[src/rtl/b_resolve_queue_pkg.sv]
// Shared types for the in-order branch resolve queue: per-entry state,
// the entry record and the default geometry.
package b_pkg;

    localparam int BQ_DEPTH = 8;
    localparam int BQ_PC_W  = 32;

    typedef enum logic [1:0] {
        FREE     = 2'd0,
        PENDING  = 2'd1,
        RESOLVED = 2'd2
    } entry_state_t;

    typedef struct packed {
        entry_state_t         state;
        logic [BQ_PC_W-1:0]   pc;
        logic                 pred;
        logic                 taken;
    } bq_entry_t;

    // Only meaningful once the entry has been resolved.
    function automatic logic bq_is_mispredict(input bq_entry_t e);
        return e.taken != e.pred;
    endfunction

endpackage

[src/rtl/b_resolve_queue.sv]
// In-order queue of in-flight conditional branches: allocated at fetch,
// resolved out of order by tag, retired in program order with a registered commit stage.
module b_resolve_queue
    import b_pkg::*;
#(
    parameter int DEPTH = BQ_DEPTH,
    parameter int TAG_W = $clog2(DEPTH),
    parameter int PC_W  = BQ_PC_W
) (
    input  logic             clk,
    input  logic             rst,

    input  logic             alloc_valid,
    input  logic [PC_W-1:0]  alloc_pc,
    input  logic             alloc_pred,
    output logic             alloc_ready,
    output logic [TAG_W-1:0] alloc_tag,

    input  logic             res_valid,
    input  logic [TAG_W-1:0] res_tag,
    input  logic             res_taken,

    input  logic             commit_en,
    output logic             branch_commit,
    output logic [PC_W-1:0]  pc_head,
    output logic             direct_resolved,
    output logic             direct_mispredict,
    output logic [TAG_W:0]   count
);

    // Handshake: alloc_valid/alloc_ready form a valid/ready pair; an entry is
    // written at the rising edge where both are high. res_valid has no ready:
    // a resolve that does not hit a PENDING entry is silently dropped.

    bq_entry_t          r_entries [DEPTH];
    logic [TAG_W-1:0]   r_head;
    logic [TAG_W-1:0]   r_tail;
    logic [TAG_W:0]     r_count;

    logic               r_branch_commit;
    logic [PC_W-1:0]    r_pc_head;
    logic               r_direct_resolved;
    logic               r_direct_mispredict;

    bq_entry_t          w_head_entry;
    bq_entry_t          w_res_entry;
    logic               w_full;
    logic               w_retire;
    logic               w_retire_mp;
    logic               w_alloc_ready;
    logic               w_alloc_fire;
    logic               w_res_hit;
    logic [TAG_W-1:0]   w_head_inc;
    logic [TAG_W:0]     w_count_next;

    always_comb begin
        w_head_entry  = r_entries[r_head];
        w_res_entry   = r_entries[res_tag];
        w_full        = (r_count == (TAG_W+1)'(DEPTH));
        w_retire      = commit_en && (w_head_entry.state == RESOLVED);
        w_retire_mp   = w_retire && bq_is_mispredict(w_head_entry);
        // Full blocks allocation even when a retire frees a slot this cycle,
        // keeping alloc_ready independent of commit_en except through flush.
        w_alloc_ready = !w_full && !w_retire_mp;
        w_alloc_fire  = alloc_valid && w_alloc_ready;
        w_res_hit     = res_valid && (w_res_entry.state == PENDING) && !w_retire_mp;
        w_head_inc    = r_head + TAG_W'(1);
        w_count_next  = r_count + (TAG_W+1)'(w_alloc_fire) - (TAG_W+1)'(w_retire);
    end

    always_ff @(posedge clk or posedge rst) begin
        if (rst) begin
            for (int i = 0; i < DEPTH; i++) begin
                r_entries[i] <= '0;
            end
            r_head  <= '0;
            r_tail  <= '0;
            r_count <= '0;
        end else if (w_retire_mp) begin
            // Wrong-path entries behind a mispredicted head are discarded.
            for (int i = 0; i < DEPTH; i++) begin
                r_entries[i].state <= FREE;
            end
            r_head  <= w_head_inc;
            r_tail  <= w_head_inc;
            r_count <= '0;
        end else begin
            if (w_alloc_fire) begin
                r_entries[r_tail].state <= PENDING;
                r_entries[r_tail].pc    <= BQ_PC_W'(alloc_pc);
                r_entries[r_tail].pred  <= alloc_pred;
                r_entries[r_tail].taken <= 1'b0;
                r_tail                  <= r_tail + TAG_W'(1);
            end
            if (w_res_hit) begin
                r_entries[res_tag].state <= RESOLVED;
                r_entries[res_tag].taken <= res_taken;
            end
            if (w_retire) begin
                r_entries[r_head].state <= FREE;
                r_head                  <= w_head_inc;
            end
            r_count <= w_count_next;
        end
    end

    always_ff @(posedge clk or posedge rst) begin
        if (rst) begin
            r_branch_commit     <= 1'b0;
            r_pc_head           <= '0;
            r_direct_resolved   <= 1'b0;
            r_direct_mispredict <= 1'b0;
        end else begin
            r_branch_commit     <= w_retire;
            r_direct_mispredict <= w_retire_mp;
            if (w_retire) begin
                r_pc_head         <= PC_W'(w_head_entry.pc);
                r_direct_resolved <= w_head_entry.taken;
            end
        end
    end

    assign alloc_ready       = w_alloc_ready;
    assign alloc_tag         = r_tail;
    assign count             = r_count;
    assign branch_commit     = r_branch_commit;
    assign pc_head           = r_pc_head;
    assign direct_resolved   = r_direct_resolved;
    assign direct_mispredict = r_direct_mispredict;

endmodule

[config.mk]
export PLATFORM = sky130hd
export DESIGN_NAME = b_resolve_queue
export DESIGN_NICKNAME = d
export VERILOG_FILES = /design/src/rtl/b_resolve_queue_pkg.sv /design/src/rtl/b_resolve_queue.sv
export SDC_FILE = /design/constraint.sdc
export NUM_CORES = 1
export LEC_CHECK = 0
export CAP_MARGIN = 20
export CORE_AREA = 3 3 207 209
export CTS_CLUSTER_DIAMETER = 50
export DETAILED_ROUTE_END_ITERATION = 12
export DIE_AREA = 0 0 210 212
export GPL_TIMING_DRIVEN = 1
export SLEW_MARGIN = 40
export SYNTH_ARGS = -nofsm -noshare
export SYNTH_HDL_FRONTEND = slang
export SYNTH_SLANG_ARGS = --single-unit
[constraint.sdc]
create_clock -name clk -period 25.8 [get_ports clk]
set_clock_uncertainty 0.15 [all_clocks]
set_input_delay 5.16 -clock clk [delete_from_list [all_inputs] [get_ports clk]]
set_output_delay 5.16 -clock clk [all_outputs]
set_load 0.02 [all_outputs]
# --- Word-level counts from Yosys, hierarchy flattened ---
# Index checks and enable logic that the tools add are counted.
op_classes:
  addsub: 4
  order_cmp: 6
  eq_ne: 4
  muxes: 45
  n_bitwise: 3
  n_reduce_logical: 13
op_table:
  columns: ["op", "count"]
  rows:
  - ["288-bit bitwise mux", 7]
  - ["288-bit 2-to-1 mux", 5]
  - ["36-bit demux with 3-bit select", 7]
  - ["36-bit 2-to-1 mux", 7]
  - ["36-bit binary-select mux with 3-bit select", 2]
  - ["34-bit 2-to-1 mux", 1]
  - ["2-bit 2-to-1 mux", 9]
  - ["4-bit >= comparator (second input constant)", 3]
  - ["4-bit by 1-bit less-than comparator with 1-bit output (second input constant)", 3]
  - ["3-bit 2-to-1 mux", 4]
  - ["3-bit NOT with 4-bit output", 3]
  - ["1-bit logical AND", 9]
  - ["3-bit by 1-bit adder with 3-bit output (second input constant)", 2]
  - ["4-bit by 1-bit adder with 4-bit output", 1]
  - ["4-bit == test (second input constant)", 1]
  - ["4-bit 2-to-1 mux", 1]
  - ["2-bit nonzero test", 2]
  - ["4-bit by 1-bit subtractor with 4-bit output", 1]
  - ["2-bit by 1-bit == test with 1-bit output (second input constant)", 1]
  - ["2-bit == test (second input constant)", 1]
  - ["1-bit logical NOT", 2]
  - ["1-bit 2-to-1 mux", 2]
  - ["1-bit inequality test", 1]
totals:
  regBits: 333
  out_inout_bits: 43
  word_cells: 114

# --- Depth between registers and ports, before layout ---
depth:
  ltp_word: 19
  depth_mapped: 16
  mapped_depth_nobuf: 13

# --- Worst setup path before layout ---
# No wires, ideal clock.
synth_timing:
  kind: "in2out"
  from: "input commit_en"
  to: "output alloc_ready"
  arrival_time_ps: 6464
  required_time_ps: 20490
  setup_slack_ps: 14026
  path_stages: 7
  n_path_buf: 2
  path_cell_list: "o21ai_0 > a2111oi_2 > o31ai_2 > buf_2 > nor3_1 > buf_2 > nor2_1"
synth_between:
  elab_chain_cells: 4
synth_rtl:
  columns: ["element", "line_no", "text"]
  rows:
  - ["from (decl)", "b_resolve_queue.sv:23", "input logic commit_en,"]
  - ["1-bit logical AND", "b_resolve_queue.sv:60", "w_retire = commit_en && (w_head_entry.state == RESOLVED);"]
  - ["1-bit logical AND", "b_resolve_queue.sv:61", "w_retire_mp = w_retire && bq_is_mispredict(w_head_entry);"]
  - ["net w_retire_mp", "b_resolve_queue.sv:49", "logic w_retire_mp;"]
  - ["1-bit logical NOT", "b_resolve_queue.sv:64", "w_alloc_ready = !w_full && !w_retire_mp;"]
  - ["1-bit logical AND", "b_resolve_queue.sv:64", null]
  - ["to (decl)", "b_resolve_queue.sv:16", "output logic alloc_ready,"]
# The timed path passes the listed nets, and every way through them passes these cells.

# --- Worst setup path in the final report ---
layout_timing:
  from: "input commit_en"
  to: "output alloc_ready"
layout_between:
  elab_chain_cells: 4
layout_rtl:
  columns: ["element", "line_no"]
  rows:
  - ["1-bit logical AND", "b_resolve_queue.sv:60"]
  - ["1-bit logical AND", "b_resolve_queue.sv:61"]
  - ["1-bit logical NOT", "b_resolve_queue.sv:64"]
  - ["1-bit logical AND", "b_resolve_queue.sv:64"]
# No other way between the ends.

==> flow_summary.ini <==
[run_status]
status = finished clean

[floorplanning]
fp.dieH_um = 212
die_x_um = 210
ios = 85
coreArea_um2 = 41000
start_util = 0.401
dieArea_um2 = 44500
rows = 74

[clock_tree]
hold_buffers = 0
htree_levels = 2
cts_buffer_depth = 3
cts_num_sinks = 333
clk_pin_slew_ps = 50
clock_latency_ps = 560
cts_root_buf = clkbuf_16
cts_made_buffers = 44
cts_setup_buffers = 0
cts_tree = done
cts_resized = 0

[detailed_routing]
drt_iter0_markers = 570
num_vias = 9966
wl_per_cell_um = 22.3
routed_wl_um = 40400
drcViolationCount = 0
via_per_inst = 5.50
ant_nets = 0
drtPass1Iterations = 5

[synth]
ys_seq_elements = 333
synth-main-ff-cell = dfrtp_1
synth.most_common_cell = dfrtp_1
netlist_area_um2 = 16400
synth_top_cell_by_area = dfrtp_1
ys.warnings.count = 0
seq_area_frac_synth = 0.507
synthTopCellsByArea = dfrtp_1 (51%), mux2_4 (22%), mux2_2 (5.3%), mux2i_1 (2.9%), a21oi_1 (1.9%)
synth-edff-count = 0
async_reset_ff_frac = 1.00
syn-num-nets = 1232
synthTopCellsByCount = dfrtp_1 (333), mux2_4 (237), mux2_2 (77)
synth_top_area_frac = 0.507
synth.distinct_cells = 63
syn_area_per_cell_um2 = 13.9
syn_inst = 1182

[critical_path]
cp.buffers_inverters = 3
cpPeakStageDelay_ps = 540
start_kind = input port
critPathCaptureType = primary output
slowest_stage = clkdlybuf4s50_1
r2r_start = r_head[0]
path_max_fanout = 16
rrSetupSlack_ps = 20750
cp_common_cell = clkdlybuf4s50_1
crit_arrival_ps = 7630
cp.required_ps = 20490
path_depth = 8
path_cells = clkdlybuf4s50_1 > o21ai_0 > a2111oi_2 > o31ai_4 > nor3_1 > buf_4 > nor2_1 > clkdlybuf4s50_1
worstSetupPathType = input port to primary output
crit_family = buffers and inverters
r2r_cells = 9

[sta]
final_max_slew_viol_count = 0
timing_hold_violations_final = 0
relSlewSlack = 0.420
setup_viol = 0
layout_min_cycle_time_ps = 12940
tightest_slew_ps = 870
post-route-period-util = 0.501
grt_setup_unrepaired = no
setup_tns_ps = 0
setup_ws_ps = 12860
fmax_mhz = 77.3

[power_and_ir_drop]
power_density_nw_per_um2 = 141
p_int_w = 0.00177
p_sw_w = 0.000924
leakage_nw = 8.89
ir_drop_uv = 69.4
pwr-share-clk = 0.227
pwr-share-comb = 0.416
switching_share = 0.343
p_seq_frac = 0.357

[min_path]
hold_path_class = flip-flop to flip-flop
min_path_cells = 2
hold_path.startpoint = pc_head[9]
min_to = pc_head[9]

[global_route]
overflow = 0
grtUsageTotal = 0.183
grt_max_degree = 92
grt_pass1_vias = 10585
grt_pass1_wl_um = 64100
antenna_found_initial = 2

[place]
dp_cells = 1733
place.gp.congestion = 0.808
port_buffers = 84
dpl_worst_slack_ps = 12840
hpwl_um = 22700

[final_layout]
drive_gt1_frac = 0.347
area_growth_pct = 16.1
diodes = 0
nets = 1298
stdcell_count = 1813

[run]
drv_cap = 0
==> power by group through the flow <==
| stage | Clock [W] | Sequential (W) | Combinational (W) |
|---|---|---|---|
| after floorplan | 0 | 0.000927 | 0.000865 |
| after global placement | 0 | 0.000952 | 0.00110 |
| after detailed placement | 0 | 0.000960 | 0.00112 |
| after CTS | 0.000625 | 0.000959 | 0.00113 |
| after global routing | 0.000646 | 0.000995 | 0.00121 |
| final | 0.000611 | 0.000963 | 0.00112 |
==> placed cells by master (no fill, tap or decap), types with 4 or more instances in the layout <==
master	instances
dfrtp_1	330
clkdlybuf4s50_1	84
o21bai_1	5
ha_1	7
mux2_4	237
o22ai_1	16
clkbuf_1	4
o21a_1	11
o21ai_0	50
a211oi_1	7
nor2_1	32
a22o_1	6
and3b_1	5
clkinvlp_4	4
o221ai_1	11
nand2_1	44
clkinv_2	6
a22oi_1	28
nor2b_1	7
mux2i_1	47
clkbuf_16	45
inv_6	6
xnor2_1	6
nand3_1	7
inv_1	11
a221oi_1	22
mux2_2	77
buf_4	19
a21oi_1	64
or2_2	7
clkbuf_8	9
==> cell type report <==
type	instances	area [um2]
tap	532	666
timing repair buffer	110	1120
inverter	13	56.3
multi-input combinational	746	7430
sequential	333	8340
clock buffer	58	1260
fill	3595	21900
clock inverter	21	204
==> kinds of logic (layout without fill, tap and decap cells) <==
family	after synthesis	after routing	share of synthesized area
DFF	333	333	0.507
adders and majority gates	8	8	0.00654
xor gates and xnor gates	7	7	0.00373
and+or+nand+nor	129	129	0.0390
buffers and inverters	103	202	0.0428
muxes	367	367	0.305
AOI/OAI and AO/OA	235	235	0.0964
==> worst min-delay path: stages, from the launching register on <==
cell and delay, ps:
dfrtp_1 330, nand2_1 50, o21ai_0 60
==> per-stage QoR <==
| stage | util | area, um2 | power (W) | hold slack, ps |
|---|---|---|---|---|
| floorplan | - | 16400 | 0.00179 | 321 |
| global route | 0.465 | 19100 | 0.00285 | 358 |
| detailed placement | 0.429 | 17600 | 0.00208 | 320 |
| finish | 0.465 | 19100 | 0.00270 | 329 |
| CTS | 0.465 | 19100 | 0.00271 | 332 |
| global placement | 0.427 | 17500 | 0.00206 | 317 |
==> layer usage <==
layer  track usage  up-vias  share of wire
met1         0.262     5227           0.48
met3        0.0370       57          0.046
li1              -     4455              -
met2         0.289      225           0.46
met4        0.0435        2          0.019
met5             0        -        0.00049
==> worst max path at each step <==
| stage | from | to | slack, ps |
|---|---|---|---|
| floorplan | rst | async pin | 11270 |
| global placement | commit_en | alloc_ready | 12860 |
| detailed placement | commit_en | alloc_ready | 12840 |
| CTS | commit_en | alloc_ready | 12850 |
| global route | commit_en | alloc_ready | 12750 |
| finish | commit_en | alloc_ready | 12860 |
No activity file was read; power rests on OpenSTA's default activity.
